## config.mk

```make
export PLATFORM = sky130hd
export DESIGN_NAME = qnigma_rng_pool
export DESIGN_NICKNAME = d
export VERILOG_FILES = /design/src/rtl/qnigma_rng_pool.sv
export SDC_FILE = /design/constraint.sdc
export NUM_CORES = 1
export LEC_CHECK = 0
export ABC_AREA = 1
export CAP_MARGIN = 5
export CORE_MARGIN = 2
export CORE_UTILIZATION = 50
export DETAILED_ROUTE_END_ITERATION = 16
export PLACE_DENSITY = 0.69
export SLEW_MARGIN = 15
export SYNTH_ARGS = -nofsm -noshare
export SYNTH_HDL_FRONTEND = slang
export SYNTH_SLANG_ARGS = --single-unit
```

## constraint.sdc

```tcl
create_clock -name clk -period 6.4 [get_ports clk]
set_input_delay 0.64 -clock clk [delete_from_list [all_inputs] [get_ports clk]]
set_output_delay 0.64 -clock clk [all_outputs]
set_load 0.005 [all_outputs]
```

## src/rtl/qnigma_rng_pool.sv

```systemverilog
// qnigma_rng_pool: buffered random-word source fed by the LFSR generator.
// Samples prng_res once every DECIM cycles into a DEPTH-entry first-word-fall-through
// FIFO and hands words out over a valid/ready port.
// Optional feature macro: QNIGMA_RNG_HEALTH_EN. When it is defined, a repetition health
// test is built in. The test latches err, flushes the FIFO and blocks further pushes
// until reset. When it is undefined, err is tied low and no compare logic exists.
module qnigma_rng_pool #(
    parameter int W         = 32,
    parameter int DEPTH     = 4,
    parameter int DECIM     = 32,
    parameter int REP_LIMIT = 3
) (
    input  logic                       clk,
    input  logic                       rst,
    input  logic [W-1:0]               prng_res,
    input  logic                       rd_req,
    output logic                       rd_val,
    output logic [W-1:0]               rd_dat,
    output logic [$clog2(DEPTH):0]     level,
    output logic                       err
);

    localparam int CW = $clog2(DECIM) + 1;
    localparam int PW = $clog2(DEPTH);
    localparam int LW = PW + 1;

    localparam logic [CW-1:0] CNT_LAST = CW'(DECIM - 1);
    localparam logic [LW-1:0] LVL_FULL = LW'(DEPTH);
    localparam logic [LW-1:0] LVL_NEAR = LW'(DEPTH - 1);
    localparam logic [LW-1:0] LVL_ONE  = LW'(1);

    typedef enum logic [1:0] {
        ST_EMPTY    = 2'd0,
        ST_NONEMPTY = 2'd1,
        ST_FULL     = 2'd2
`ifdef QNIGMA_RNG_HEALTH_EN
        , ST_FAULT  = 2'd3
`endif
    } state_t;

`ifdef QNIGMA_RNG_HEALTH_EN
    localparam state_t ST_TRIP = ST_FAULT;
`else
    localparam state_t ST_TRIP = ST_EMPTY;
`endif

    state_t          state_q, state_d;
    logic [CW-1:0]   cnt_q, cnt_d;
    logic [PW-1:0]   wptr_q, wptr_d;
    logic [PW-1:0]   rptr_q, rptr_d;
    logic [LW-1:0]   level_q, level_d;
    logic [W-1:0]    rd_dat_q, rd_dat_d;
    logic [W-1:0]    mem_q [DEPTH];

    logic            strobe_s;
    logic            pop_s;
    logic            push_s;
    logic            trip_s;
    logic            rd_val_s;
    logic            err_s;

    assign strobe_s = (cnt_q == CNT_LAST);
    assign pop_s    = rd_val_s && rd_req;
    assign push_s   = strobe_s && !err_s && !trip_s && ((level_q != LVL_FULL) || pop_s);

`ifdef QNIGMA_RNG_HEALTH_EN
    localparam int RW = $clog2(REP_LIMIT) + 1;
    localparam logic [RW-1:0] REP_TRIP = RW'(REP_LIMIT - 2);

    logic [W-1:0]    prev_q;
    logic            prev_vld_q;
    logic [RW-1:0]   rep_q, rep_d;
    logic            match_s;

    // Health compare: a strobed sample equal to the previous strobed sample is a repeat.
    always_comb begin
        match_s = strobe_s && prev_vld_q && (prng_res == prev_q);
        trip_s  = match_s && (rep_q == REP_TRIP) && !err_s;
        if (match_s) begin
            rep_d = rep_q + RW'(1);
        end else begin
            rep_d = {RW{1'b0}};
        end
    end

    // Health state: remember the last strobed sample and the current run of repeats.
    always_ff @(posedge clk) begin
        if (!rst) begin
            prev_q     <= {W{1'b0}};
            prev_vld_q <= 1'b0;
            rep_q      <= {RW{1'b0}};
        end else if (strobe_s && !err_s) begin
            prev_q     <= prng_res;
            prev_vld_q <= 1'b1;
            rep_q      <= rep_d;
        end else begin
            prev_q     <= prev_q;
            prev_vld_q <= prev_vld_q;
            rep_q      <= rep_q;
        end
    end
`else
    assign trip_s = 1'b0;
`endif

    // Datapath next state: decimation counter, pointers, level and the presented head word.
    always_comb begin
        if (strobe_s) begin
            cnt_d = {CW{1'b0}};
        end else begin
            cnt_d = cnt_q + CW'(1);
        end
        if (push_s) begin
            wptr_d = wptr_q + PW'(1);
        end else begin
            wptr_d = wptr_q;
        end
        if (pop_s) begin
            rptr_d = rptr_q + PW'(1);
        end else begin
            rptr_d = rptr_q;
        end
        if (trip_s) begin
            level_d = {LW{1'b0}};
        end else if (push_s && !pop_s) begin
            level_d = level_q + LW'(1);
        end else if (pop_s && !push_s) begin
            level_d = level_q - LW'(1);
        end else begin
            level_d = level_q;
        end
        // The word being written this edge is not yet in storage, so forward it when it
        // lands exactly at the new read pointer.
        if (push_s && (wptr_q == rptr_d)) begin
            rd_dat_d = prng_res;
        end else begin
            rd_dat_d = mem_q[rptr_d];
        end
    end

    // FIFO storage write; storage is deliberately left uncleared by reset.
    always_ff @(posedge clk) begin
        if (rst && push_s) begin
            mem_q[wptr_q] <= prng_res;
        end else begin
            mem_q[wptr_q] <= mem_q[wptr_q];
        end
    end

    // Datapath registers with synchronous active-low reset.
    always_ff @(posedge clk) begin
        if (!rst) begin
            cnt_q    <= {CW{1'b0}};
            wptr_q   <= {PW{1'b0}};
            rptr_q   <= {PW{1'b0}};
            level_q  <= {LW{1'b0}};
            rd_dat_q <= {W{1'b0}};
        end else begin
            cnt_q    <= cnt_d;
            wptr_q   <= wptr_d;
            rptr_q   <= rptr_d;
            level_q  <= level_d;
            rd_dat_q <= rd_dat_d;
        end
    end

    // FIFO state register.
    always_ff @(posedge clk) begin
        if (!rst) begin
            state_q <= ST_EMPTY;
        end else begin
            state_q <= state_d;
        end
    end

    // FIFO next-state logic; a health trip overrides every other transition.
    always_comb begin
        state_d = state_q;
        case (state_q)
            ST_EMPTY: begin
                if (trip_s) begin
                    state_d = ST_TRIP;
                end else if (push_s) begin
                    state_d = ST_NONEMPTY;
                end else begin
                    state_d = ST_EMPTY;
                end
            end
            ST_NONEMPTY: begin
                if (trip_s) begin
                    state_d = ST_TRIP;
                end else if (push_s && !pop_s && (level_q == LVL_NEAR)) begin
                    state_d = ST_FULL;
                end else if (pop_s && !push_s && (level_q == LVL_ONE)) begin
                    state_d = ST_EMPTY;
                end else begin
                    state_d = ST_NONEMPTY;
                end
            end
            ST_FULL: begin
                if (trip_s) begin
                    state_d = ST_TRIP;
                end else if (pop_s && !push_s) begin
                    state_d = ST_NONEMPTY;
                end else begin
                    state_d = ST_FULL;
                end
            end
`ifdef QNIGMA_RNG_HEALTH_EN
            ST_FAULT: begin
                state_d = ST_FAULT;
            end
`endif
            default: begin
                state_d = ST_EMPTY;
            end
        endcase
    end

    // Output decode from the registered FIFO state.
    always_comb begin
        rd_val_s = (state_q == ST_NONEMPTY) || (state_q == ST_FULL);
`ifdef QNIGMA_RNG_HEALTH_EN
        err_s    = (state_q == ST_FAULT);
`else
        err_s    = 1'b0;
`endif
    end

    assign rd_val = rd_val_s;
    assign rd_dat = rd_dat_q;
    assign level  = level_q;
    assign err    = err_s;

endmodule

```

==> results of run 1 <==
## registers in the layout (all words and copies together) (netlist names)
register	cells
level	3
state_q	2
mem_q	128
rptr_q	2
wptr_q	2
rd_dat	32
cnt_q	6
## per-stage QoR
| stage | area [um2] | hold slack [ns] |
|---|---|---|
| 2_1_floorplan | 7290 | 0.418 |
| 3_3_place_gp | 8110 | 0.431 |
| 3_5_place_dp | 8110 | 0.436 |
| 4_1_cts | 8650 | 0.449 |
| 5_1_grt | 8650 | 0.476 |
| 6_report | 8650 | 0.446 |
## layer usage
metal,share of wire,vias up,GRT usage
met5,0,-,0
met4,0.016,0,0.0681
met3,0.044,16,0.0468
met2,0.51,126,0.333
met1,0.43,2406,0.252
li1,-,2449,-
## power by group
part | internal, uW | switching, uW | leakage, uW
clock | 551 | 399 | 0.000261
sequential | 1220 | 2.97 | 0.00154
combinational | 33.6 | 26.9 | 0.00155
total | 1810 | 429 | 0.00335
## cell usage after synthesis, drive strengths merged
| library cell | count |
|---|---|
| nor2 | 170 |
| conb | 1 |
| o21a | 1 |
| a21oi | 9 |
| ha | 14 |
| nand2 | 115 |
| or2 | 2 |
| nand4 | 2 |
| edfxtp | 128 |
| o21ai | 53 |
| buf | 18 |
| nand3b | 32 |
| clkbuf | 15 |
| inv | 59 |
| dfxtp | 47 |
| xor2 | 3 |
| nand3 | 39 |
## final timing paths
path / end / slack (ns) / startpoint / cells past startpoint
setup / recovery: rd_dat[12]$_SDFF_PN0_ / 3.02 / state_q[0]$_SDFF_PN0_ / 11
setup reg to reg: rd_dat[12]$_SDFF_PN0_ / 3.02 / state_q[0]$_SDFF_PN0_ / 11
hold reg to reg: cnt_q[0]$_SDFF_PP0_ / 0.45 / cnt_q[0]$_SDFF_PP0_ / 1
hold / removal: cnt_q[0]$_SDFF_PP0_ / 0.45 / cnt_q[0]$_SDFF_PP0_ / 1
## logic make-up (layout without fill, tap and decap cells)
logic type      Yosys count  in the layout  synth area share
other cells               1              1          0.000514
xor+xnor                  3              3           0.00360
flops                   175            175             0.656
buf+inv                  92            165            0.0542
fa+ha+maj                14             14            0.0240
simple gates            360            360             0.218
compound gates           63             63            0.0436
## worst max-delay path: stages, from the launching register on
cell and delay [ns]:
dfxtp_1 0.36, inv_1 0.08, ha_1 0.37, nand2_1 0.15
nand2_1 0.43, nand2_2 0.19, buf_4 0.58, inv_2 0.47
o21ai_0 0.30, nand2_1 0.11, nor2_1 0.15, nor2_1 0.05
## area by class of cell
class / instances / area (um2) / share of cell area
multi-input cells: 441 / 2150 / 0.248
clock buffers: 24 / 472 / 0.0545
well taps: 184 / 230 / 0.0266
flip-flops and latches: 175 / 4780 / 0.553
inverters: 59 / 224 / 0.0259
repair buffers: 74 / 726 / 0.0839
clock inverters: 8 / 68.8 / 0.00795
==> flow_summary.json, run 1 <==
{
  "outcome": "complete, no violations",
  "critPathRequiredTime_ns": 6.73,
  "finalCritPeriodShare": 0.528,
  "nNetsFinal": 817,
  "grt_pass1_vias": 4719,
  "routed_wl_um": 14800,
  "worstSetupEndpointType": "flop",
  "drive_gt1_frac": 0.0615,
  "finalSetupViolations": 0,
  "syn_to_final_growth_pct": 18.6,
  "portBuffers": 70,
  "final_common_cell": "nor2_1",
  "yosysTopAreaCell": "edfxtp_1",
  "hold_class": "flop to flop",
  "vias": 4997,
  "drv_slew": 0,
  "critical_path_class": "flop to flop",
  "syn-num-nets": 757,
  "clk_latency_ns": 0.43,
  "place_ws_ns": 2.33,
  "final_cell_mix": "nor2_1, edfxtp_1, nand2_1, clkdlybuf4s50_1, inv_1",
  "die-area_um2": 15600,
  "detailed_place_hpwl_um": 8130,
  "grt_overflow": 0,
  "ctsHoldBuffers": 0,
  "clock-root-buffer": "clkbuf_16",
  "critPathMaxFanout": 66,
  "cts_resized": 0,
  "tritoncts": "yes",
  "synth.distinct_cells": 27,
  "fmax_mhz": 296,
  "grt_max_degree": 67,
  "max-slew-margin-rel": 0.254,
  "layoutNonFillerInstCount": 965,
  "die_w_um": 125,
  "clk_pin_slew_worst_paths_ns": 0.06,
  "synth-seq-area-share": 0.656,
  "dpl.cell_count": 933,
  "row_count": 44,
  "synth_area_um2": 7290,
  "startpoint_type": "flop",
  "grt_pass1_wl_um": 24000,
  "final_hold_viol_count": 0,
  "initial_core_util": 0.508,
  "power_density_nw_per_um2": 258,
  "ctsLongestPathBuffers": 2,
  "core_um2": 14400,
  "leakage_uw": 0.00335,
  "numCtsBuffers": 17,
  "num_antenna_cells": 0,
  "synth.area.top_cells": "edfxtp_1, dfxtp_1, nor2_1, nand2_1, o21ai_0",
  "ant_nets": 0,
  "fp.dieH_um": 125,
  "cts_setup_buffers": 0,
  "tightest_slew_ns": 1.12,
  "period_needed_ns": 3.38,
  "place_congestion": 0.770,
  "cap_violations": 0,
  "postLayoutCoreUtil": 0.602,
  "worstPathArrival_ns": 3.71,
  "grt.total_usage": 0.198,
  "drcViolationCount": 0,
  "syn_avg_cell_area_um2": 10.3,
  "viasPerCell": 5.18,
  "htree_levels": 4,
  "synth-seq-cells": 175,
  "fin_ws_ns": 3.02,
  "power_uw": 2230,
  "drtIter0Drc": 404,
  "clock-sinks": 175,
  "first_pass_iters": 6,
  "netlist_instances": 708,
  "ir_worst_vdd_v": 0.000208,
  "antenna_found_initial": 0,
  "rsz0062_at_grt": "no",
  "yosysWarnings": 0,
  "io_pins": 72,
  "fin_skew_ns": 0.0116,
  "synth.top_cell.area_share": 0.527,
  "fin_tns_setup_ns": 0,
  "wl_per_cell_um": 15.3,
  "fillCellCount": 1168
}
Note: power is estimated with default switching activity, not from simulation.
==> inputs of run 2 (changes only) <==
PLACE_DENSITY = 0.72   (was 0.69)
clock period = 2.75 ns   (was 6.4 ns; I/O delays follow)
==> run 2 against run 1 <==
Total power up 140%. Count of clock-buffer cells in the layout down 2. Largest cell class unchanged. Register-to-register slack worse by 2.7 ns. Sequential share of layout area down 1.1 points. Critical path type unchanged. Utilization up 1.2 points. Critical path depth up 2.
==> flow_summary.json, run 2 (same netlist as run 1, synthesis figures left out) <==
{
  "outcome": "complete, no violations",
  "portBuffers": 70,
  "finalSetupViolations": 0,
  "htree_levels": 4,
  "drtIter0Drc": 482,
  "fmax_mhz": 405,
  "postLayoutCoreUtil": 0.614,
  "die_w_um": 125,
  "cap_violations": 0,
  "cts_resized": 0,
  "grt_overflow": 0,
  "clk_latency_ns": 0.42,
  "grt_pass1_wl_um": 25200,
  "drcViolationCount": 0,
  "hold_class": "flop to flop",
  "syn_to_final_growth_pct": 21.0,
  "ir_worst_vdd_v": 0.000417,
  "layoutNonFillerInstCount": 981,
  "ant_nets": 0,
  "viasPerCell": 5.20,
  "grt_pass1_vias": 4964,
  "rsz0062_at_grt": "no",
  "power_density_nw_per_um2": 603,
  "clock-sinks": 175,
  "fin_tns_setup_ns": 0,
  "regMostFlops": "mem_q",
  "row_count": 44,
  "leakage_uw": 0.00345,
  "final_area_um2": 8830,
  "critPathRequiredTime_ns": 3.11,
  "largest_reg_flops": 128,
  "tritoncts": "yes",
  "vias": 5106,
  "io_pins": 72,
  "startpoint_type": "flop",
  "clock-root-buffer": "clkbuf_16",
  "nNetsFinal": 833,
  "ctsLongestPathBuffers": 2,
  "finalCritPeriodShare": 0.897,
  "final_cell_mix": "nor2_1, edfxtp_1, nand2_1, clkdlybuf4s50_1, inv_1",
  "seqCellArea_um2": 4780,
  "final_common_cell": "nor2_1",
  "drive_gt1_frac": 0.0803,
  "initial_core_util": 0.508,
  "clk_pin_slew_worst_paths_ns": 0.06,
  "fp.dieH_um": 125,
  "worstSetupEndpointType": "flop",
  "cts_setup_buffers": 0,
  "dpl.cell_count": 948,
  "ctsHoldBuffers": 0,
  "first_pass_iters": 5,
  "core_um2": 14400,
  "die-area_um2": 15600,
  "place_area_um2": 8240,
  "critPathMaxFanout": 50,
  "place_congestion": 0.788,
  "drv_slew": 0,
  "detailed_place_hpwl_um": 9130,
  "fin_skew_ns": 0.00557,
  "multi_input_area_um2": 2160,
  "routed_wl_um": 15600,
  "period_needed_ns": 2.47,
  "worstPathArrival_ns": 2.83,
  "num_antenna_cells": 0,
  "antenna_found_initial": 0,
  "wl_per_cell_um": 15.9,
  "fillCellCount": 1102,
  "grt_max_degree": 51,
  "grt.total_usage": 0.209,
  "power_uw": 5330,
  "final_hold_viol_count": 0,
  "numCtsBuffers": 17,
  "critical_path_class": "flop to flop"
}
## run 2: changes by cell type in the layout (fill, tap and decap cells not counted), sizes merged
cell	previous run	this run
buf	5	20
clkbuf	24	22
nor2	170	171
inv	59	60
bufinv	1	2
## run 2: per-layer routing
| metal | GRT usage | up-vias | wire [um] |
|---|---|---|---|
| met4 | 0.0892 | 0 | 253 |
| li1 | - | 2479 | - |
| met3 | 0.0455 | 25 | 904 |
| met1 | 0.269 | 2430 | 6450 |
| met2 | 0.341 | 172 | 7980 |
| met5 | 0 | - | 0 |
## run 2: final timing paths
path | to | startpoint | depth (start not counted) | slack [ns]
setup / recovery | rd_dat[1]$_SDFF_PN0_ | state_q[0]$_SDFF_PN0_ | 13 | 0.28
hold / removal | cnt_q[0]$_SDFF_PP0_ | cnt_q[0]$_SDFF_PP0_ | 1 | 0.45
setup reg to reg | rd_dat[1]$_SDFF_PN0_ | state_q[0]$_SDFF_PN0_ | 13 | 0.28
hold reg to reg | cnt_q[0]$_SDFF_PP0_ | cnt_q[0]$_SDFF_PP0_ | 1 | 0.45
## run 2: report_power, final
group	switching [uW]	internal [uW]
Sequential	7.00	2840
Combinational	64.3	79.0
Clock	953	1380
Total	1020	4300
## run 2: critical path, cell delays in order (launching register included)
cell     delay, ns
dfxtp_1       0.36
inv_1         0.08
ha_1          0.36
nand2_1       0.14
nand2_1       0.19
nand2_2       0.11
buf_4         0.23
buf_6         0.38
nor2_1        0.08
nor2_1        0.11
o21ai_0       0.10
nand2_1       0.10
nor2_1        0.04
nor2_1        0.09
## run 2: metrics by stage
stage          hold WS (ns)  worst slack, ns
3_5_place_dp          0.439            0.164
4_1_cts               0.447            0.143
6_report              0.451            0.283
5_1_grt               0.464          0.00204
2_1_floorplan         0.374           -0.208
3_3_place_gp          0.431            0.236
## run 2: cell type report
cell class,count,share of cell area
Clock buffer,22,0.0526
Clock inverter,10,0.0125
Inverter,59,0.0257
Multi-Input combinational cell,442,0.244
Sequential cell,175,0.542
Tap cell,184,0.0261
Timing Repair Buffer,89,0.0968
==> inputs of run 3 (changes only) <==
ABC_AREA = default   (was 1)
CORE_ASPECT_RATIO = 2   (was default)
HOLD_SLACK_MARGIN = 0.02   (was default)
PLACE_DENSITY = 0.73   (was 0.72)
==> run 3 against run 2 <==
Utilization increased by 0.94 points. Hold slack got worse by 0.082 ns. Die area decreased by 6.0%. Via count decreased by 32%. Largest cell class unchanged.
==> flow_summary.json, run 3 <==
{
  "outcome": "complete, no violations",
  "place_area_um2": 7770,
  "clk_latency_ns": 0.42,
  "htree_levels": 4,
  "power_density_nw_per_um2": 631,
  "vias": 3479,
  "clock-root-buffer": "clkbuf_16",
  "critical_path_class": "flop to flop",
  "synth.distinct_cells": 36,
  "syn_avg_cell_area_um2": 18.1,
  "worstSetupEndpointType": "flop",
  "async_flop_share": 0,
  "synth.area.top_cells": "edfxtp_1, dfxtp_1, mux4_2, mux2i_1, nor2b_1",
  "synth_area_um2": 6820,
  "grt_pass1_wl_um": 19200,
  "syn-num-nets": 425,
  "cts_resized": 0,
  "grt_pass1_vias": 3695,
  "final_common_cell": "edfxtp_1",
  "synth_common_cells": "edfxtp_1, dfxtp_1, nor2b_1",
  "core_um2": 13400,
  "regMostFlops": "mem_q",
  "routed_wl_um": 12200,
  "rsz0062_at_grt": "no",
  "hold_class": "input port to flop",
  "drv_slew": 0,
  "first_pass_iters": 4,
  "crit_start": "state_q[1]$_SDFF_PN0_",
  "initial_core_util": 0.510,
  "yosysTopAreaCell": "edfxtp_1",
  "numCtsBuffers": 17,
  "final_area_um2": 8340,
  "finalSetupViolations": 0,
  "nNetsFinal": 509,
  "startpoint_type": "flop",
  "ir_worst_vdd_v": 0.000456,
  "die-area_um2": 14600,
  "synth.top_cell.area_share": 0.564,
  "period_needed_ns": 2.39,
  "antenna_found_initial": 1,
  "yosysMostFrequentCell": "edfxtp_1",
  "portBuffers": 70,
  "fmax_mhz": 418,
  "grt_overflow": 0,
  "drcViolationCount": 0,
  "worstPathArrival_ns": 2.69,
  "row_count": 60,
  "final_hold_viol_count": 0,
  "synth-seq-cells": 175,
  "clock-sinks": 175,
  "clk_pin_slew_worst_paths_ns": 0.07,
  "critPathRequiredTime_ns": 3.05,
  "io_pins": 72,
  "leakage_uw": 0.00279,
  "place_congestion": 0.775,
  "ctsHoldBuffers": 0,
  "cts_setup_buffers": 0,
  "die_w_um": 86.6,
  "fin_tns_setup_ns": 0,
  "viasPerCell": 5.53,
  "ys.flop_type": "edfxtp_1",
  "drive_gt1_frac": 0.180,
  "synth_edf_count": 128,
  "hp-start": "rst",
  "fillCellCount": 989,
  "drtIter0Drc": 206,
  "ctsLongestPathBuffers": 2,
  "syn_to_final_growth_pct": 22.3,
  "grt_max_degree": 34,
  "wl_per_cell_um": 19.4,
  "netlist_instances": 376,
  "yosysWarnings": 0,
  "synth-seq-area-share": 0.702,
  "ant_nets": 0,
  "critPathMaxFanout": 33,
  "tritoncts": "yes",
  "cap_violations": 0,
  "grt.total_usage": 0.177,
  "crit-reg2reg-launch": "state_q[1]$_SDFF_PN0_",
  "fin_skew_ns": 0.0113,
  "final_cell_mix": "edfxtp_1, clkdlybuf4s50_1, dfxtp_1, nor2b_1, mux2i_1",
  "fp.dieH_um": 169,
  "detailed_place_hpwl_um": 7820,
  "largest_reg_flops": 128,
  "finalCritPeriodShare": 0.869
}
[run 3: changes by cell type in the layout (fill, tap and decap cells not counted), sizes merged, moves of 32 or more]
cell,delta
o21ai,-53
nand2,-109
nor2b,+35
mux4,+32
nand3b,-32
nand3,-35
nor2,-163
inv,-44
mux2i,+33
[run 3: cells by family (layout without fill, tap and decap cells)]
kind of cell	count (synthesis)	in the layout	share of synthesized area
xor+xnor	9	9	0.0116
mux	65	65	0.154
buf+inv	25	122	0.0237
simple gates	71	71	0.0620
other cells	1	2	0.000550
fa+ha+maj	14	14	0.0257
compound gates	16	16	0.0204
flops	175	175	0.702
[run 3: per-stage QoR]
step | cells | hold WS, ns | util | worst slack [ns] | total power, uW
after floorplan | 376 | 0.374 | - | 0.140 | 2930
after global placement | 596 | 0.425 | 0.582 | 0.389 | 3030
after detailed placement | 596 | 0.452 | 0.582 | 0.321 | 3040
after CTS | 628 | 0.354 | 0.624 | 0.341 | 5310
after global routing | 629 | 0.368 | 0.624 | 0.223 | 5420
final | 629 | 0.369 | 0.624 | 0.360 | 5260
[run 3: worst max-delay path, cell delays in order (launching register included)]
cell	delay, ns
dfxtp_1	0.37
inv_1	0.08
ha_1	0.38
a21boi_0	0.20
nor2_4	0.16
buf_12	0.27
mux4_2	0.54
mux2i_1	0.16
nor2b_1	0.08
[run 3: final timing paths]
path	endpoint	slack [ns]	cells after the start
max	rd_dat[10]$_SDFF_PN0_	0.36	8
min	level[2]$_SDFFE_PN0P_	0.37	3
max reg2reg	rd_dat[10]$_SDFF_PN0_	0.36	8
min reg2reg	cnt_q[0]$_SDFF_PP0_	0.47	1
[run 3: power by group]
| group | internal, uW | leakage (uW) | switching (uW) |
|---|---|---|---|
| clock network | 1210 | 0.000271 | 1060 |
| logic | 77.0 | 0.000985 | 55.8 |
| registers | 2840 | 0.00154 | 7.12 |
[run 3: routing by layer]
| layer | global-route usage | up-vias | wire (um) |
|---|---|---|---|
| met2 | 0.316 | 88 | 6730 |
| met3 | 0.0400 | 17 | 488 |
| li1 | - | 1614 | - |
| met4 | 0.0747 | 0 | 278 |
| met5 | 0 | - | 0 |
| met1 | 0.198 | 1760 | 4680 |
[run 3: area by class of cell]
class	instances	area (um2)	share of cell area
multi-input cells	176	1890	0.227
inverters	7	26.3	0.00315
clock inverters	14	120	0.0144
well taps	155	194	0.0233
flip-flops and latches	175	4780	0.574
repair buffers	83	881	0.106
clock buffers	18	439	0.0527
diodes	1	2.50	0.000300
